$ cat src/rtl/exc_pkg.sv
// Shared codes, vector offsets and enums for the exception entry sequencer.
package exc_pkg;

  localparam int unsigned MODE_W = 3;
  localparam int unsigned SRC_W  = 3;
  localparam int unsigned ADDR_W = 4;
  localparam int unsigned DATA_W = 32;

  // Change_M mode override codes
  localparam logic [MODE_W-1:0] M_CPSR = 3'd0;
  localparam logic [MODE_W-1:0] M_FIQ  = 3'd1;
  localparam logic [MODE_W-1:0] M_IRQ  = 3'd2;
  localparam logic [MODE_W-1:0] M_SVC  = 3'd3;
  localparam logic [MODE_W-1:0] M_UND  = 3'd4;

  // W_CPSR_s source codes
  localparam logic [SRC_W-1:0] S_SPSR = 3'd0;
  localparam logic [SRC_W-1:0] S_IRQ  = 3'd2;
  localparam logic [SRC_W-1:0] S_FIQ  = 3'd3;
  localparam logic [SRC_W-1:0] S_SVC  = 3'd4;
  localparam logic [SRC_W-1:0] S_UND  = 3'd5;

  // Vector offsets relative to VEC_BASE
  localparam logic [DATA_W-1:0] OFF_UND = 32'h0000_0004;
  localparam logic [DATA_W-1:0] OFF_SWI = 32'h0000_0008;
  localparam logic [DATA_W-1:0] OFF_IRQ = 32'h0000_0018;
  localparam logic [DATA_W-1:0] OFF_FIQ = 32'h0000_001C;

  localparam logic [ADDR_W-1:0] LR_ADDR = 4'd14;

  typedef enum logic [1:0] {CAUSE_FIQ, CAUSE_IRQ, CAUSE_UND, CAUSE_SWI} cause_e;
  typedef enum logic [1:0] {ST_IDLE, ST_SAVE, ST_SWITCH, ST_RET} state_e;

  // Banked mode selected for a given cause
  function automatic logic [MODE_W-1:0] mode_of(cause_e c);
    logic [MODE_W-1:0] m;
    m = M_CPSR;
    case (c)
      CAUSE_FIQ: m = M_FIQ;
      CAUSE_IRQ: m = M_IRQ;
      CAUSE_UND: m = M_UND;
      CAUSE_SWI: m = M_SVC;
      default:   m = M_CPSR;
    endcase
    return m;
  endfunction

  // CPSR source code written on handler entry
  function automatic logic [SRC_W-1:0] cpsr_src_of(cause_e c);
    logic [SRC_W-1:0] s;
    s = S_SPSR;
    case (c)
      CAUSE_FIQ: s = S_FIQ;
      CAUSE_IRQ: s = S_IRQ;
      CAUSE_UND: s = S_UND;
      CAUSE_SWI: s = S_SVC;
      default:   s = S_SPSR;
    endcase
    return s;
  endfunction

  // Vector offset for a given cause
  function automatic logic [DATA_W-1:0] vec_off_of(cause_e c);
    logic [DATA_W-1:0] o;
    o = OFF_FIQ;
    case (c)
      CAUSE_FIQ: o = OFF_FIQ;
      CAUSE_IRQ: o = OFF_IRQ;
      CAUSE_UND: o = OFF_UND;
      CAUSE_SWI: o = OFF_SWI;
      default:   o = OFF_FIQ;
    endcase
    return o;
  endfunction

endpackage

$ cat src/rtl/exc_entry_ctrl_sync_ff.sv
// Parameterised-depth 1-bit synchronizer for asynchronous level inputs.
module sync_ff #(
  parameter int unsigned DEPTH = 2
) (
  input  logic clk,
  input  logic rst,
  input  logic d,
  output logic q
);

  localparam int unsigned STAGES = (DEPTH < 2) ? 2 : DEPTH;

  logic [STAGES-1:0] chain;

  // Shift the input through the flop chain
  always_ff @(posedge clk or posedge rst) begin
    if (rst) chain <= '0;
    else     chain <= {chain[STAGES-2:0], d};
  end

  assign q = chain[STAGES-1];

endmodule

$ cat src/rtl/exc_entry_ctrl.sv
// Exception entry/return sequencer driving banked register file and PSR controls.
module exc_entry_ctrl
  import exc_pkg::*;
#(
  parameter logic [31:0] VEC_BASE    = 32'h0000_0000,
  parameter int unsigned SYNC_STAGES = 2
) (
  input  logic        clk,
  input  logic        rst,
  input  logic        irq,
  input  logic        fiq,
  input  logic        und_req,
  input  logic        swi_req,
  input  logic        exc_ret,
  input  logic        instr_done,
  input  logic [31:0] CPSR,
  input  logic [31:0] Ret_Addr,
  input  logic [31:0] Ret_Target,
  output logic [2:0]  Change_M,
  output logic        W_SPSR_s,
  output logic        Write_SPSR,
  output logic [2:0]  W_CPSR_s,
  output logic        Write_CPSR,
  output logic        Write_Reg,
  output logic [3:0]  W_Addr,
  output logic [31:0] W_Data,
  output logic        Write_PC,
  output logic [31:0] PC_New,
  output logic        stall,
  output logic        exc_ack
);

  state_e      state, state_nxt;
  cause_e      cause_q, cause_nxt;
  logic [31:0] lr_q, lr_nxt;
  logic        und_pend, und_pend_nxt;
  logic        swi_pend, swi_pend_nxt;
  logic        irq_s, fiq_s, irq_eff, fiq_eff;

  logic [2:0]  change_m_nxt, w_cpsr_s_nxt;
  logic        w_spsr_s_nxt, write_spsr_nxt, write_cpsr_nxt, write_reg_nxt;
  logic        write_pc_nxt, exc_ack_nxt;
  logic [3:0]  w_addr_nxt;
  logic [31:0] w_data_nxt, pc_new_nxt;

  logic        cpsr_unused;
  assign cpsr_unused = ^{CPSR[31:8], CPSR[5:0]};

  sync_ff #(.DEPTH(SYNC_STAGES)) u_sync_irq (.clk(clk), .rst(rst), .d(irq), .q(irq_s));
  sync_ff #(.DEPTH(SYNC_STAGES)) u_sync_fiq (.clk(clk), .rst(rst), .d(fiq), .q(fiq_s));

  assign irq_eff = irq_s & ~CPSR[7];
  assign fiq_eff = fiq_s & ~CPSR[6];

  // State, latched cause/LR, pending flags and registered outputs
  always_ff @(posedge clk or posedge rst) begin
    if (rst) begin
      state      <= ST_IDLE;
      cause_q    <= CAUSE_FIQ;
      lr_q       <= '0;
      und_pend   <= 1'b0;
      swi_pend   <= 1'b0;
      Change_M   <= '0;
      W_SPSR_s   <= 1'b0;
      Write_SPSR <= 1'b0;
      W_CPSR_s   <= '0;
      Write_CPSR <= 1'b0;
      Write_Reg  <= 1'b0;
      W_Addr     <= '0;
      W_Data     <= '0;
      Write_PC   <= 1'b0;
      PC_New     <= '0;
      stall      <= 1'b0;
      exc_ack    <= 1'b0;
    end else begin
      state      <= state_nxt;
      cause_q    <= cause_nxt;
      lr_q       <= lr_nxt;
      und_pend   <= und_pend_nxt;
      swi_pend   <= swi_pend_nxt;
      Change_M   <= change_m_nxt;
      W_SPSR_s   <= w_spsr_s_nxt;
      Write_SPSR <= write_spsr_nxt;
      W_CPSR_s   <= w_cpsr_s_nxt;
      Write_CPSR <= write_cpsr_nxt;
      Write_Reg  <= write_reg_nxt;
      W_Addr     <= w_addr_nxt;
      W_Data     <= w_data_nxt;
      Write_PC   <= write_pc_nxt;
      PC_New     <= pc_new_nxt;
      stall      <= (state_nxt != ST_IDLE);
      exc_ack    <= exc_ack_nxt;
    end
  end

  // Arbitration, next state, and the outputs that the next state will present
  always_comb begin
    state_nxt      = state;
    cause_nxt      = cause_q;
    lr_nxt         = lr_q;
    und_pend_nxt   = und_pend | (instr_done & und_req);
    swi_pend_nxt   = swi_pend | (instr_done & swi_req);
    change_m_nxt   = M_CPSR;
    w_spsr_s_nxt   = 1'b0;
    write_spsr_nxt = 1'b0;
    w_cpsr_s_nxt   = S_SPSR;
    write_cpsr_nxt = 1'b0;
    write_reg_nxt  = 1'b0;
    w_addr_nxt     = '0;
    w_data_nxt     = '0;
    write_pc_nxt   = 1'b0;
    pc_new_nxt     = '0;
    exc_ack_nxt    = 1'b0;

    case (state)
      ST_IDLE: begin
        if (instr_done) begin
          if (exc_ret) begin
            state_nxt      = ST_RET;
            write_cpsr_nxt = 1'b1;
            write_pc_nxt   = 1'b1;
            pc_new_nxt     = Ret_Target;
          end else if (fiq_eff | irq_eff | und_pend_nxt | swi_pend_nxt) begin
            if (fiq_eff) begin
              cause_nxt = CAUSE_FIQ;
              lr_nxt    = Ret_Addr + 32'd4;
            end else if (irq_eff) begin
              cause_nxt = CAUSE_IRQ;
              lr_nxt    = Ret_Addr + 32'd4;
            end else if (und_pend_nxt) begin
              cause_nxt    = CAUSE_UND;
              lr_nxt       = Ret_Addr;
              und_pend_nxt = 1'b0;
            end else begin
              cause_nxt    = CAUSE_SWI;
              lr_nxt       = Ret_Addr;
              swi_pend_nxt = 1'b0;
            end
            state_nxt      = ST_SAVE;
            change_m_nxt   = mode_of(cause_nxt);
            w_spsr_s_nxt   = 1'b1;
            write_spsr_nxt = 1'b1;
            write_reg_nxt  = 1'b1;
            w_addr_nxt     = LR_ADDR;
            w_data_nxt     = lr_nxt;
          end
        end
      end
      ST_SAVE: begin
        state_nxt      = ST_SWITCH;
        change_m_nxt   = mode_of(cause_q);
        write_cpsr_nxt = 1'b1;
        w_cpsr_s_nxt   = cpsr_src_of(cause_q);
        write_pc_nxt   = 1'b1;
        pc_new_nxt     = VEC_BASE + vec_off_of(cause_q);
        exc_ack_nxt    = 1'b1;
      end
      ST_SWITCH: state_nxt = ST_IDLE;
      ST_RET:    state_nxt = ST_IDLE;
      default:   state_nxt = ST_IDLE;
    endcase
  end

endmodule
$ cat config.mk
export PLATFORM = sky130hd
export DESIGN_NAME = exc_entry_ctrl
export DESIGN_NICKNAME = d
export VERILOG_FILES = /design/src/rtl/exc_pkg.sv /design/src/rtl/exc_entry_ctrl_sync_ff.sv /design/src/rtl/exc_entry_ctrl.sv
export SDC_FILE = /design/constraint.sdc
export NUM_CORES = 1
export LEC_CHECK = 0
export BUFFER_PORTS_ARGS = -buffer_cell sky130_fd_sc_hd__buf_2
export CAP_MARGIN = 20
export CORE_UTILIZATION = 41
export CTS_CLUSTER_DIAMETER = 50
export DETAILED_ROUTE_END_ITERATION = 6
export PLACE_DENSITY = 0.76
export SLEW_MARGIN = 5
export SYNTH_ARGS = -nofsm -noshare
export SYNTH_HDL_FRONTEND = slang
export SYNTH_SLANG_ARGS = --single-unit
$ cat constraint.sdc
create_clock -name clk -period 2.55 [get_ports clk]
set_input_delay 0.255 -clock clk [delete_from_list [all_inputs] [get_ports clk]]
set_output_delay 0.255 -clock clk [all_outputs]
set_load 0.02 [all_outputs]
* Yosys cells after proc, flatten, opt, wreduce, memory -nomap -nowiden
Cells that the tools add are included.
Storage, ports and cells: register bits after elaboration 88, bits of input ports 104, output and inout bits 81, logic and storage cells 97
Operators by class: add/subtract/negate cells 1, equal/unequal tests 9, muxes and demuxes 54, bitwise logic cells 12, reduce and logical (&&, ||, !) cells 6
Operator list (count):
- $mux 32 | 8
- $pmux 32 s4 | 1
- $pmux 32 s2 | 1
- $pmux 3 s4 | 3
- $add 32x3->32 const B | 1
- $mux 1 | 21
- $mux 2 | 9
- $mux 4 | 4
- $eq 2x2->1 const B | 6
- $mux 3 | 4
- $eq 2x1->1 const B | 3
- $logic_not 2->1 | 3
- $pmux 2 s3 | 1
- $pmux 3 s2 | 1
- $or 1x1->1 | 5
- $and 1x1->1 | 4
- $reduce_and 4->1 | 1
- $not 1->1 | 3
- $pmux 1 s2 | 1
- $reduce_bool 2->1 | 1
- $reduce_or 2->1 | 1

* Logic depth before layout (Yosys ltp)
depth in word-level cells 15, gate-level depth with buffers 7, gate-level depth less buffers 6

* Modules after synthesis
Synthesis repeated with hierarchy kept, for this count alone.
Unflattened totals: cell total of the unflattened synthesis 329, area total of the unflattened synthesis 3628.5 um^2
Modules (own cells, without submodules):
- exc_entry_ctrl | instances 1, cells an instance 323, area an instance 3520.9 um^2, sequential area each 2001.9 um^2
- sync_ff | instances 2, cells an instance 3, area an instance 53.8 um^2, sequential area each 50.0 um^2

* Worst setup path after synthesis
No wires, ideal clock.
path type register -> register, start reg u_sync_irq.chain[1], end reg W_Data[15], setup time 136 ps, arrival time 1758 ps, data required time 2414 ps, path slack 656 ps, cell stages (with the launch flop) 7, buffers on the path 3, period minus slack after synthesis 1894 ps, cells stage by stage dfrtp_1 > nor2b_1 > clkbuf_1 > o41ai_1 > clkbuf_1 > buf_1 > a21oi_1
On the way: word-level cells in the longest chain between the ends 8, elaborated cells on any way between the ends 10, those cells by class 6 x mux; 4 x bitwise
RTL lines:
- from (decl) | RTL line exc_entry_ctrl_sync_ff.sv:13 | logic [STAGES-1:0] chain;
- from (signal assigned) | RTL line exc_entry_ctrl_sync_ff.sv:18 | else chain <= {chain[STAGES-2:0], d};
- $and 1x1->1 * | RTL line exc_entry_ctrl.sv:52 | assign irq_eff = irq_s & ~CPSR[7];
- $or 1x1->1 (3 in series) | RTL line exc_entry_ctrl.sv:123 | end else if (fiq_eff | irq_eff | und_pend_nxt | swi_pend_nxt) begin
- $mux 32 * | RTL line exc_entry_ctrl.sv:123
- $mux 32 * | RTL line exc_entry_ctrl.sv:118 | if (exc_ret) begin
- $mux 32 * | RTL line exc_entry_ctrl.sv:117 | if (instr_done) begin
- $mux 32 * | RTL line exc_entry_ctrl.sv:115 | case (state)
- net w_data_nxt[15] | RTL line exc_entry_ctrl.sv:44 | logic [31:0] w_data_nxt, pc_new_nxt;
- to (signal assigned) | RTL line exc_entry_ctrl.sv:88 | W_Data <= w_data_nxt;
- to (decl) | RTL line exc_entry_ctrl.sv:26 | output logic [31:0] W_Data,
The timed path passes the listed nets; every way through them passes the cells marked *. A chain may end at the register's enable or synchronous reset.

* Final worst setup path
start reg u_sync_irq.chain[1], end reg W_Data[11]
Same word-level chain as after synthesis.

==> flow_summary.toml <==
[power]
vdd_drop_max_mv = 0.319
p_per_area_nw_per_um2 = 763
p_leak_nw = 2.56

[synthesis]
yosysSeqAreaShare_pct = 58.1
synth-edff-count = 0
syn_area_per_cell_um2 = 11.0
synthCells = 330
ys_types = 42
yosysWarnings = 0
synth_area_um2 = 3620
yosysMostFrequentCell = "dfrtp_1"
yosys.area.top_type = "dfrtp_1"
syn_nets = 442
yosys.area.top_type_share_pct = 58.1
ys_ff_latch = 84
yosys-top-cells-count = "dfrtp_1, and3_1, a21oi_1"
synth_area_leaders = "dfrtp_1, and3_1, a21oi_1"
synth_top_flop_cell = "dfrtp_1"
async_reset_ff_share_pct = 100

[clocking]
clockBufferDepth = 2
clock-sinks = 84
numCtsBuffers = 9
insertion_delay_ns = 0.35
post_cts_buffers = 0
cts_tree = "done"
path_clk_slew_ns = 0.09
root_buffer = "clkbuf_8"
htreeDepth = 3

[final_layout]
nets = 592
multi_input_area_um2 = 1360
final_util_pct = 56.2
antenna_cells = 0
ff_latch_area_um2 = 2100
syn_to_final_growth_pct = 30.2
drive_gt1_share_pct = 38.1
n_fill_cell = 757

[floorplanning]
num_rows = 33
die_w_um = 96.0
coreArea_um2 = 8380
ios = 185
initial_utilization_pct = 43.2
dieArea_um2 = 9210
dieHeight_um = 96.0

[setup_path]
critPathMaxStageDelay_ns = 0.47
arrival_ns = 2.15
crit_chain = "nor2b_1 -> buf_4 -> o21ai_1 -> buf_4 -> or4_1 -> a21oi_1"
crit_fanout = 18
worst_path_max_delay_cell = "or4_1"
worstSetupPathType = "flop to flop"
cp.required_ns = 2.82
startpoint_type = "flop"
worst_path_most_repeated_cell = "buf_4"
crit_path_end_kind = "flop"

[place]
port-buffer-count = 153
hpwl_um = 6620
place_congestion = 0.800

[sta]
tightest_slew_ns = 0.812
finClkSkew_ns = 0.00731
fmax_mhz = 533
timing.final.crit_period_ns = 1.88
setup_viol = 0
hold_viol = 0
final_max_slew_viol_count = 0
period_share_pct = 73.6
maxSlewHeadroom_pct = 45.8
rsz0062_at_grt = "no"
setup_tns_ns = 0

[route]
wl_um = 8820
via_per_inst = 5.17
vias = 3049
firstDrtPassIters = 4
wl_per_cell_um = 15.0
drtIter0Drc = 126
drc = 0
ant_nets = 0

[global_route]
grt_use_total_pct = 20.2
grt-ovfl-total = 0
grt_max_degree = 49
grt_pass1_vias = 2904
grt_antenna_before_repair = 0
grt_pass1_wl_um = 14000

[job]
maxCapViolCount = 0

[run_status]
status = "completed"

[min_path]
hold_path.class = "input port to asynchronous set/reset pin"
## final timing paths
path | from | end | slack (ns) | cells past startpoint
max in group asynchronous | rst | PC_New[22] | 1.78 | 3
worst min register to register | u_sync_fiq.chain[0] | u_sync_fiq.chain[1] | 0.36 | 0
worst max register to register | u_sync_irq.chain[1] | W_Data[11] | 0.67 | 6
min in group clk | Ret_Target[3] | PC_New[3] | 0.10 | 3
worst max-delay path | u_sync_irq.chain[1] | W_Data[11] | 0.67 | 6
worst min-delay path | rst | W_Data[19] | 0.03 | 2
## what timing repair did
item,4_1_cts,5_1_grt
hold endpoints to repair,2,0
hold buffers,2,0
gates resized for setup,0,0
## cell usage in the layout (no fill, tap or decap), types with 9 or more instances in the layout
cell and instances:
o21ai_0 9, nand3_1 10, clkbuf_8 10, or4_1 14
buf_2 153, dfrtp_1 84, inv_1 9, and3_1 31
nand2_1 16, a21oi_1 26, nor2_1 19, o31ai_1 14
## metrics by stage
step	instances	instance area, um2	worst slack [ns]	power [mW]	hold slack, ns
2_1_floorplan	330	3620	0.130	2.20	0.286
3_3_place_gp	572	4460	0.455	2.50	0.337
3_5_place_dp	572	4460	0.387	2.54	0.338
4_1_cts	590	4710	0.683	3.63	0.0548
5_1_grt	590	4710	0.534	3.81	0.0824
6_report	590	4710	0.673	3.59	0.0267
## registers in the layout, indices dropped and copies added (netlist names), 2 cells and up
name / cells
u_sync_fiq.chain: 2
PC_New: 32
W_Data: 32
state: 2
W_CPSR_s: 3
cause_q: 2
u_sync_irq.chain: 2
Change_M: 3
## power breakdown
| part | total (mW) | leakage [nW] | internal (mW) | switching (mW) |
|---|---|---|---|---|
| clock network | 1.08 | 0.111 | 0.588 | 0.497 |
| logic | 0.905 | 1.33 | 0.314 | 0.591 |
| registers | 1.60 | 1.12 | 1.51 | 0.0898 |
| total | 3.59 | 2.56 | 2.42 | 1.18 |
## worst max-delay path, delay by kind of cell (launching register included)
kind | cells | cell delay [ns]
and+or+nand+nor | 2 | 0.76
buffers and inverters | 2 | 0.41
DFF | 1 | 0.37
AOI/OAI and AO/OA | 2 | 0.25
## cells by family (layout without fill, tap and decap cells)
family / count (synthesis) / after routing / synth area share (%)
fa+ha+maj: 8 / 8 / 2.77
xor+xnor: 7 / 7 / 1.69
buf+inv: 34 / 189 / 4.67
compound gates: 65 / 65 / 11.2
flops: 84 / 84 / 58.1
simple gates: 127 / 127 / 20.4
mux: 4 / 4 / 1.11
other cells: 1 / 1 / 0.104
## per-layer routing
| layer | track usage [%] | share of wire, % | wire length [um] |
|---|---|---|---|
| met4 | 5.72 | 0.97 | 86 |
| met5 | 0 | 0 | 0 |
| met2 | 34.7 | 51 | 4520 |
| met3 | 5.85 | 8.0 | 705 |
| met1 | 24.6 | 40 | 3510 |
## final cells by class
class                   instances  share of cell area [%]
multi-input cells             212                    28.9
repair buffers                163                    18.0
clock buffers                  10                    2.92
well taps                     105                    2.79
flip-flops and latches         84                    44.6
clock inverters                 6                    2.02
inverters                      10                   0.823
No activity file was read; power rests on OpenSTA's default activity.
